## config.mk

```make
export PLATFORM = sky130hd
export DESIGN_NAME = nibble_serial_addsub_ctrl_flat
export DESIGN_NICKNAME = d
export VERILOG_FILES = /design/src/rtl/nibble_serial_addsub_ctrl_pkg.sv /design/src/rtl/nibble_serial_addsub_ctrl_if.sv /design/src/rtl/nibble_serial_addsub_ctrl_nibble_add_cin.sv /design/src/rtl/nibble_serial_addsub_ctrl.sv /design/src/flat_wrapper.sv
export SDC_FILE = /design/constraint.sdc
export NUM_CORES = 1
export LEC_CHECK = 0
export BUFFER_PORTS_ARGS = -buffer_cell sky130_fd_sc_hd__buf_2
export CORE_ASPECT_RATIO = 0.8
export CORE_MARGIN = 2
export CORE_UTILIZATION = 30
export CTS_CLUSTER_SIZE = 30
export DETAILED_ROUTE_END_ITERATION = 10
export GPL_ROUTABILITY_DRIVEN = 0
export PLACE_DENSITY = 0.55
export SYNTH_ARGS = -nofsm -noshare
export SYNTH_HDL_FRONTEND = slang
export SYNTH_SLANG_ARGS = --single-unit
export TNS_END_PERCENT = 30
```

## constraint.sdc

```tcl
create_clock -name clk -period 2.84 [get_ports clk]
set_input_delay 0.284 -clock clk [delete_from_list [all_inputs] [get_ports clk]]
set_output_delay 0.284 -clock clk [all_outputs]
set_load 0.02 [all_outputs]
```

## src/rtl/nibble_serial_addsub_ctrl_pkg.sv

```systemverilog
// Shared types and constants for the nibble-serial add/subtract sequencer.
// Optional feature macro: ADDSUB_ZERO_FLAG_EN (adds rsp_zero to the interface).
package nibble_serial_addsub_ctrl_pkg;

  localparam int NIBBLE_W = 4;

  typedef enum logic [1:0] {
    IDLE = 2'd0,
    RUN  = 2'd1,
    DONE = 2'd2
  } state_t;

  // Width of the nibble index; never narrower than one bit.
  function automatic int idx_width(input int nibbles);
    return (nibbles > 1) ? $clog2(nibbles) : 1;
  endfunction

endpackage

```

## src/rtl/nibble_serial_addsub_ctrl_if.sv

```systemverilog
// Request/response channel bundle for the nibble-serial add/subtract sequencer.
// With ADDSUB_ZERO_FLAG_EN defined the response also carries rsp_zero.
interface nibble_serial_addsub_ctrl_if #(
  parameter int NIBBLES = 4
);
  import nibble_serial_addsub_ctrl_pkg::*;

  localparam int W = NIBBLE_W * NIBBLES;

  logic         req_valid;
  logic         req_ready;
  logic [W-1:0] req_a;
  logic [W-1:0] req_b;
  logic         req_sub;
  logic         rsp_valid;
  logic         rsp_ready;
  logic [W-1:0] rsp_result;
  logic         rsp_carry;
  logic         rsp_ovf;
`ifdef ADDSUB_ZERO_FLAG_EN
  logic         rsp_zero;

  modport master (
    output req_valid, req_a, req_b, req_sub, rsp_ready,
    input  req_ready, rsp_valid, rsp_result, rsp_carry, rsp_ovf, rsp_zero
  );

  modport slave (
    input  req_valid, req_a, req_b, req_sub, rsp_ready,
    output req_ready, rsp_valid, rsp_result, rsp_carry, rsp_ovf, rsp_zero
  );
`else
  modport master (
    output req_valid, req_a, req_b, req_sub, rsp_ready,
    input  req_ready, rsp_valid, rsp_result, rsp_carry, rsp_ovf
  );

  modport slave (
    input  req_valid, req_a, req_b, req_sub, rsp_ready,
    output req_ready, rsp_valid, rsp_result, rsp_carry, rsp_ovf
  );
`endif

endinterface

```

## src/rtl/nibble_serial_addsub_ctrl_nibble_add_cin.sv

```systemverilog
// Combinational 4-bit adder with carry-in; also exposes the carry into bit 3
// so the caller can derive signed overflow on the most significant nibble.
module nibble_add_cin
  import nibble_serial_addsub_ctrl_pkg::*;
(
  input  logic [NIBBLE_W-1:0] a,
  input  logic [NIBBLE_W-1:0] b,
  input  logic                cin,
  output logic [NIBBLE_W-1:0] sum,
  output logic                cout,
  output logic                c3
);

  logic [3:0] lo_sum;
  logic [1:0] hi_sum;

  // Split at bit 3 so the carry into the top bit is an explicit net.
  assign lo_sum = {1'b0, a[2:0]} + {1'b0, b[2:0]} + {3'b000, cin};
  assign c3     = lo_sum[3];
  assign hi_sum = {1'b0, a[3]} + {1'b0, b[3]} + {1'b0, c3};
  assign sum    = {hi_sum[0], lo_sum[2:0]};
  assign cout   = hi_sum[1];

endmodule

```

## src/rtl/nibble_serial_addsub_ctrl.sv

```systemverilog
// Wide two's-complement add/subtract computed one nibble per clock, LSB first,
// through a single shared 4-bit slice. Optional macro: ADDSUB_ZERO_FLAG_EN.
module nibble_serial_addsub_ctrl
  import nibble_serial_addsub_ctrl_pkg::*;
#(
  parameter int NIBBLES = 4
) (
  input  logic                         clk,
  input  logic                         rst_n,
  nibble_serial_addsub_ctrl_if.slave   bus
);

  localparam int W     = NIBBLE_W * NIBBLES;
  localparam int IW    = idx_width(NIBBLES);
  localparam int SLOTS = 1 << IW;
  localparam logic [IW-1:0] LAST_IDX = IW'(NIBBLES - 1);

  state_t              state_reg;
  state_t              state_next;
  logic [IW-1:0]       idx_reg;
  logic [W-1:0]        a_reg;
  logic [W-1:0]        b_reg;
  logic [W-1:0]        result_reg;
  logic                carry_reg;
  logic                rsp_carry_reg;
  logic                rsp_ovf_reg;

  logic                req_fire;
  logic                last_nibble;
  logic [NIBBLE_W-1:0] slice_a;
  logic [NIBBLE_W-1:0] slice_b;
  logic [NIBBLE_W-1:0] slice_sum;
  logic                slice_cout;
  logic                slice_c3;

  // Nibble views padded to a power of two so any index value is in range.
  logic [NIBBLE_W-1:0] a_nib [SLOTS];
  logic [NIBBLE_W-1:0] b_nib [SLOTS];

  for (genvar gi = 0; gi < SLOTS; gi++) begin : g_nib
    if (gi < NIBBLES) begin : g_live
      assign a_nib[gi] = a_reg[gi*NIBBLE_W +: NIBBLE_W];
      assign b_nib[gi] = b_reg[gi*NIBBLE_W +: NIBBLE_W];
    end else begin : g_pad
      assign a_nib[gi] = '0;
      assign b_nib[gi] = '0;
    end
  end

  assign slice_a = a_nib[idx_reg];
  assign slice_b = b_nib[idx_reg];

  nibble_add_cin u_slice (
    .a    (slice_a),
    .b    (slice_b),
    .cin  (carry_reg),
    .sum  (slice_sum),
    .cout (slice_cout),
    .c3   (slice_c3)
  );

  assign req_fire    = (state_reg == IDLE) && bus.req_valid;
  assign last_nibble = (state_reg == RUN) && (idx_reg == LAST_IDX);

  always_ff @(posedge clk or negedge rst_n) begin
    if (!rst_n) begin
      state_reg <= IDLE;
    end else begin
      state_reg <= state_next;
    end
  end

  always_comb begin
    state_next    = state_reg;
    bus.req_ready = 1'b0;
    bus.rsp_valid = 1'b0;
    case (state_reg)
      IDLE: begin
        bus.req_ready = 1'b1;
        if (bus.req_valid) begin
          state_next = RUN;
        end
      end
      RUN: begin
        if (idx_reg == LAST_IDX) begin
          state_next = DONE;
        end
      end
      DONE: begin
        bus.rsp_valid = 1'b1;
        if (bus.rsp_ready) begin
          state_next = IDLE;
        end
      end
      default: begin
        state_next = IDLE;
      end
    endcase
  end

  // Subtraction is A + ~B + 1: B is inverted at capture and the +1 rides in
  // on the initial carry.
  always_ff @(posedge clk or negedge rst_n) begin
    if (!rst_n) begin
      idx_reg       <= '0;
      a_reg         <= '0;
      b_reg         <= '0;
      carry_reg     <= 1'b0;
      result_reg    <= '0;
      rsp_carry_reg <= 1'b0;
      rsp_ovf_reg   <= 1'b0;
    end else if (req_fire) begin
      a_reg     <= bus.req_a;
      b_reg     <= bus.req_b ^ {W{bus.req_sub}};
      carry_reg <= bus.req_sub;
      idx_reg   <= '0;
    end else if (state_reg == RUN) begin
      carry_reg <= slice_cout;
      idx_reg   <= last_nibble ? '0 : idx_reg + 1'b1;
      for (int i = 0; i < NIBBLES; i++) begin
        if (idx_reg == IW'(i)) begin
          result_reg[i*NIBBLE_W +: NIBBLE_W] <= slice_sum;
        end
      end
      if (last_nibble) begin
        rsp_carry_reg <= slice_cout;
        rsp_ovf_reg   <= slice_c3 ^ slice_cout;
      end
    end
  end

  assign bus.rsp_result = result_reg;
  assign bus.rsp_carry  = rsp_carry_reg;
  assign bus.rsp_ovf    = rsp_ovf_reg;

`ifdef ADDSUB_ZERO_FLAG_EN
  logic zero_reg;

  // Running AND of per-nibble zero; restarts on the first nibble of a run.
  always_ff @(posedge clk or negedge rst_n) begin
    if (!rst_n) begin
      zero_reg <= 1'b0;
    end else if (state_reg == RUN) begin
      zero_reg <= ((idx_reg == '0) ? 1'b1 : zero_reg) & (slice_sum == '0);
    end
  end

  assign bus.rsp_zero = zero_reg;
`endif

endmodule

```

## src/flat_wrapper.sv

```systemverilog
// flat-port wrapper written by rule: the top's interface ports become plain ports
module nibble_serial_addsub_ctrl_flat import nibble_serial_addsub_ctrl_pkg::*;
#(
  parameter int NIBBLES = 4
)
  (clk, rst_n, bus_req_valid, bus_req_a, bus_req_b, bus_req_sub, bus_rsp_ready, bus_req_ready, bus_rsp_valid, bus_rsp_result, bus_rsp_carry, bus_rsp_ovf);
  nibble_serial_addsub_ctrl_if #(.NIBBLES(NIBBLES)) bus_i ();
  input  logic clk;
  input  logic rst_n;
  input wire logic [$bits(bus_i.req_valid)-1:0] bus_req_valid;
  input wire logic [$bits(bus_i.req_a)-1:0] bus_req_a;
  input wire logic [$bits(bus_i.req_b)-1:0] bus_req_b;
  input wire logic [$bits(bus_i.req_sub)-1:0] bus_req_sub;
  input wire logic [$bits(bus_i.rsp_ready)-1:0] bus_rsp_ready;
  output wire logic [$bits(bus_i.req_ready)-1:0] bus_req_ready;
  output wire logic [$bits(bus_i.rsp_valid)-1:0] bus_rsp_valid;
  output wire logic [$bits(bus_i.rsp_result)-1:0] bus_rsp_result;
  output wire logic [$bits(bus_i.rsp_carry)-1:0] bus_rsp_carry;
  output wire logic [$bits(bus_i.rsp_ovf)-1:0] bus_rsp_ovf;
  assign bus_i.req_valid = bus_req_valid;
  assign bus_i.req_a = bus_req_a;
  assign bus_i.req_b = bus_req_b;
  assign bus_i.req_sub = bus_req_sub;
  assign bus_i.rsp_ready = bus_rsp_ready;
  assign bus_req_ready = bus_i.req_ready;
  assign bus_rsp_valid = bus_i.rsp_valid;
  assign bus_rsp_result = bus_i.rsp_result;
  assign bus_rsp_carry = bus_i.rsp_carry;
  assign bus_rsp_ovf = bus_i.rsp_ovf;
  nibble_serial_addsub_ctrl #(.NIBBLES(NIBBLES)) u_core (.clk(clk), .rst_n(rst_n), .bus(bus_i));
endmodule
```

; Yosys cells after proc, flatten, opt, wreduce, memory -nomap -nowiden
; Index checks and enable logic that the tools add are counted.
[totals]
register_bits = 55
latch_bits = 0
mem_bits_rw = 0
romBits = 0
out_inout_bits = 20
wordCells = 57
n_memories = 0
[op_classes]
addsub = 5
multipliers = 0
n_div = 0
n_lt_le_gt_ge = 1
n_eq_ne = 8
shift = 0
mux = 17
bitwise = 4
n_reduce_logical = 11
[op_table]
columns = operator, count
row1 = $reduce_and A3 Y1, 6
row2 = $bmux W4 S2, 2
row3 = $mux W4, 4
row4 = $xor A16 B16 Y16, 1
row5 = $mux W2, 6
row6 = $eq A2 B2 Y1 const B, 3
row7 = $ne A2 B2 Y1 const B, 3
row8 = $pmux W2 S3, 1
row9 = $add A3 B3 Y4, 1
row10 = $add A4 B1 Y4, 1
row11 = $eq A2 B1 Y1 const B, 2
row12 = $logic_not A2 Y1, 2
row13 = $mux W1, 4
row14 = $ge A3 B3 Y1 const B, 1
row15 = $not A2 Y3, 1
row16 = $add A1 B1 Y2, 1
row17 = $add A2 B1 Y2, 1
row18 = $add A2 B1 Y2 const B, 1
row19 = $logic_and A1 B1 Y1, 2
row20 = $reduce_bool A2 Y1, 1
row21 = $not A1 Y1, 1
row22 = $xor A1 B1 Y1, 1

; Longest topological paths before layout
[depth]
ltp_word = 9
depth_mapped = 11
mapped_depth_nobuf = 10

; Modules after synthesis
; Synthesis repeated with hierarchy kept, for this count alone.
[unflattened]
hier_cells = 210
area_unflattened_um2 = 2688.8
[modules_own_cells]
columns = mod, instances, cells_per_inst, area_per_inst_um2, seq_area_each_um2
row1 = nibble_serial_addsub_ctrl, 1, 189, 2532.4, 1376.3
row2 = nibble_add_cin, 1, 21, 156.4, 0.0

; Worst setup path before layout
; No wires, ideal clock.
[synth_path]
kind = register to register
from = register u_core.idx_reg[0]
to = register u_core.rsp_ovf_reg, in the netlist u_core.bus.rsp_ovf
setup_time_ns = 0.087
t_arrival_ns = 2.430
required_time_ns = 2.753
path_slack_ns = 0.323
path_stages_with_launch = 11
path_buffers = 1
synth_period_minus_slack_ns = 2.517
cell_sequence = dfrtp_1 > buf_2 > mux4_2 > ha_1 > nand3b_1 > nand2_1 > inv_1 > fa_1 > inv_1 > nand2b_1 > o211ai_1
[synth_via]
elab_chain_cells = 8
elab_cells_between_ends = 15
[synth_lines]
columns = element, line
row1 = start: declaration, nibble_serial_addsub_ctrl.sv:20  ; logic [IW-1:0] idx_reg;
row2 = start signal: assignment, nibble_serial_addsub_ctrl.sv:119  ; idx_reg <= last_nibble ? '0 : idx_reg + 1'b1;
row3 = $not A2 Y3 (not written as such), "nibble_serial_addsub_ctrl.sv:50, nibble_serial_addsub_ctrl.sv:51"
row4 = $bmux W4 S2 (on tied branches), "nibble_serial_addsub_ctrl.sv:50, nibble_serial_addsub_ctrl.sv:51"
row5 = $mux W4 (on tied branches) (2 in series), "nibble_serial_addsub_ctrl.sv:50, nibble_serial_addsub_ctrl.sv:51"
row6 = $add A3 B3 Y4, nibble_serial_addsub_ctrl_nibble_add_cin.sv:18  ; assign lo_sum = {1'b0, a[2:0]} + {1'b0, b[2:0]} + {3'b000, cin};
row7 = $add A4 B1 Y4, nibble_serial_addsub_ctrl_nibble_add_cin.sv:18
row8 = $add A2 B1 Y2, nibble_serial_addsub_ctrl_nibble_add_cin.sv:20  ; assign hi_sum = {1'b0, a[3]} + {1'b0, b[3]} + {1'b0, c3};
row9 = $xor A1 B1 Y1, nibble_serial_addsub_ctrl.sv:127  ; rsp_ovf_reg <= slice_c3 ^ slice_cout;
row10 = end signal: assignment, nibble_serial_addsub_ctrl.sv:127
row11 = end: declaration, nibble_serial_addsub_ctrl.sv:26  ; logic rsp_ovf_reg;
; Parallel ways exist; a longest one is shown, timed or not. The select of a mux whose other input is x is not followed.
; A chain may end at the register's enable or synchronous reset.

; Worst setup path in the final report
[layout_path]
from = register u_core.idx_reg[1]
to = register u_core.rsp_ovf_reg, in the netlist u_core.bus.rsp_ovf
; Same word-level chain as after synthesis.

==> results.py <==
metrics = {
    "floorplan": {
        "die_w_um": 108.1,
        "start_util": 0.3079,
        "dieArea_mm2": 0.009432,
        "num_rows": 30,
        "core_mm2": 0.008446,
        "io_pins": 57,
        "die_h_um": 87.27,
    },
    "cts": {
        "insertion_delay_ns": 0.31,
        "postCtsSetupBuffers": 0,
        "cts_buffers": 5,
        "cts_max_level": 2,
        "cts_tree": "yes",
        "cts_buffer_depth": 2,
        "clkSlewWorstSetupHoldPaths_ns": 0.10,
        "cts_root_buffer": "clkbuf_8",
        "cts_sinks": 55,
    },
    "logic_synthesis": {
        "synthAdderAreaFrac": 0.05197,
        "ys_ff_latch": 55,
        "seq_area_frac_synth": 0.5294,
        "synth.avg_cell_area_um2": 11.87,
        "synth.distinct_cells": 24,
        "synth_xor_area_frac": 0.05727,
        "synth_top_family_by_area": "multiplexers",
        "synth.cell_area_mm2": 0.002600,
        "yosys.area_share.simple": 0.09095,
        "netlist_instances": 219,
        "synth.mux.area_fraction": 0.1386,
        "synth_compound_area_frac": 0.08277,
        "synth_warnings": 0,
        "synth.net_count": 265,
    },
    "global_routing": {
        "track_usage": 0.1199,
        "grt_pass1_wl_um": 8521,
        "gr-total-overflow": 0,
        "grt_max_degree": 54,
        "antenna_found_initial": 0,
        "grt_pass1_vias": 1670,
    },
    "timing": {
        "finalHoldViolCount": 0,
        "fmax_mhz": 388.0,
        "rsz0062_at_grt": "no",
        "slew_headroom": 0.5905,
        "fin_crit_sh": 0.9075,
        "setup_tns_ns": 0,
        "slew_violations": 0,
        "setup-violations-final": 0,
        "tightest_slew_ns": 0.6143,
        "layout_min_cycle_time_ns": 2.577,
        "fin_skew_ns": 0.009268,
    },
    "worst_setup_path": {
        "crit_path_max_incr_delay_ns": 0.64,
        "crit_path_frequent_cell": "inv_1",
        "cp_cell_sequence": "mux4_2 > inv_1 > fa_1 > nand3b_1 > nand2_1 > inv_1 > fa_1 > inv_1 > nand2b_1 > o211ai_1",
        "critPathBufInv": 3,
        "critical_path_class": "reg2reg",
        "setup.worst_path.start": "u_core.idx_reg[1]$_DFFE_PN0P_",
        "critPathRequiredTime_ns": 3.07,
        "crit_arrival_ns": 2.81,
        "cp-end-kind": "flip-flop",
        "critical_path.max_fanout": 12,
        "cp-start-kind": "flip-flop",
        "slowest_stage": "dfrtp_1",
        "cp_top_family": "adder cells",
        "r2r_start": "u_core.idx_reg[1]$_DFFE_PN0P_",
    },
    "finish": {
        "num_antenna_cells": 0,
        "nets": 322,
        "area_growth_pct": 19.25,
        "finalInstanceArea_mm2": 0.003100,
        "post-route-util": 0.3671,
        "drive_gt1_frac": 0.3394,
    },
    "flow_run": {
        "drv_cap": 0,
    },
    "drt": {
        "totalWireLength_um": 5186,
        "firstDrtPassIters": 4,
        "vias_per_cell": 4.411,
        "drtIter0Drc": 43,
        "wl_per_cell_um": 13.33,
        "drc": 0,
        "ant_nets": 0,
        "vias": 1716,
    },
    "pwr": {
        "p_leak_nw": 1.420,
        "fin_total_pwr_w": 0.003983,
        "max-vdd-ir-drop_mv": 0.5148,
        "p_per_area_mw_per_mm2": 1285,
    },
    "outcome": {
        "outcome": "finished, final reports clean",
    },
    "placement": {
        "io_buffers": 56,
        "dp_hpwl_um": 3859,
        "placed_area_mm2": 0.002972,
    },
    "hold_path": {
        "worstHoldStart": "bus_rsp_ready",
        "hold_path.class": "in2reg",
    },
}
stage by stage:
stage               instances  worst slack, ns  hold WS (ns)
CTS                       389           0.1512        0.1461
detailed placement        380           0.1827        0.3415
finish                    389           0.2628        0.1564
floorplan                 219           0.3231      -0.01159
global placement          380           0.2194        0.3316
global route              389          0.07085        0.1418
layout by cell type (no fill, tap or decap):
master / instances
a211o_1: 1
a21oi_1: 17
buf_2: 56
buf_4: 4
bufinv_16: 1
clkbuf_8: 6
clkinv_2: 1
dfrtp_1: 54
dfrtp_2: 1
dlygate4sd3_1: 1
fa_1: 3
ha_1: 6
inv_1: 13
mux2_2: 16
mux4_2: 8
nand2_1: 22
nand2b_1: 3
nand3b_1: 7
nor2_1: 17
nor3b_4: 1
o211ai_1: 2
o21ai_0: 17
o21bai_1: 1
o22ai_1: 1
o31ai_1: 1
xnor2_1: 16
xor2_1: 1
worst reg2reg max path, stage by stage (launching register included):
cell and delay, ns:
dfrtp_1 0.64, mux4_2 0.29, inv_1 0.05, fa_1 0.43
nand3b_1 0.20, nand2_1 0.09, inv_1 0.06, fa_1 0.43
inv_1 0.09, nand2b_1 0.08, o211ai_1 0.15
final cells by class:
type / count / area, um2
tap: 112 / 140.1
clock buffer: 6 / 82.58
multi-input combinational: 140 / 1096
timing repair buffer: 61 / 320.3
clock inverter: 2 / 35.03
sequential: 55 / 1378
inverter: 13 / 48.80
fill: 883 / 5345
path summary, 6_finish.rpt:
kind / depth (start not counted) / slack [ns] / endpoint
max: 10 / 0.26 / u_core.bus.rsp_ovf$_DFFE_PN0P_
max reg2reg: 10 / 0.26 / u_core.bus.rsp_ovf$_DFFE_PN0P_
max in group asynchronous: 3 / 1.48 / u_core.idx_reg[0]$_DFFE_PN0P_
min reg2reg: 2 / 0.48 / u_core.bus.rsp_carry$_DFFE_PN0P_
min: 2 / 0.16 / u_core.state_reg[1]$_DFFE_PN0P_
min in group asynchronous: 2 / 0.52 / u_core.bus.rsp_result[0]$_DFFE_PN0P_
cells by family (layout without fill, tap and decap cells):
group,Yosys count,in the layout
compound gates,40,40
xor+xnor,17,17
fa+ha+maj,9,9
buf+inv,24,82
flops,55,55
mux,24,24
simple gates,50,50
cells in the mapped netlist:
library cell  number  area, um2
dfrtp_1           55       1376
nand2_1           22      82.58
a21oi_1           17      85.08
nor2_1            17      63.81
o21ai_0           17      85.08
mux2_2            16      180.2
xnor2_1           16      140.1
inv_1             13      48.80
mux4_2             8      180.2
nand3b_1           7      52.55
ha_1               6      75.07
buf_2              3      15.01
buf_4              3      22.52
buf_6              3      33.78
fa_1               3      60.06
nand2b_1           3      18.77
clkbuf_1           2      7.510
o211ai_1           2      15.01
a211o_1            1      8.760
nor3b_4            1      18.77
o21bai_1           1      7.510
o22ai_1            1      6.260
o31ai_1            1      7.510
xor2_1             1      8.760
per-layer routing:
metal / up-vias / share of wire / routed length, um / track usage
li1: 850 / - / - / -
met1: 819 / 0.50 / 2610 / 0.1726
met2: 42 / 0.44 / 2269 / 0.1784
met3: 5 / 0.048 / 251 / 0.03141
met4: 0 / 0.010 / 54 / 0.03497
met5: - / 0 / 0 / 0
timing repair:
action | in CTS | in global routing
hold buffers | 1 | 0
setup endpoints to repair | 0 | 5
hold endpoints to repair | 8 | 0
resized for setup | 0 | 1
where the power goes:
group          total [W]  internal (W)  switching (W)
clock network   0.000540      0.000286       0.000254
logic            0.00199      0.000874        0.00111
registers        0.00145       0.00118       0.000279
No activity file was read; power rests on OpenSTA's default activity.
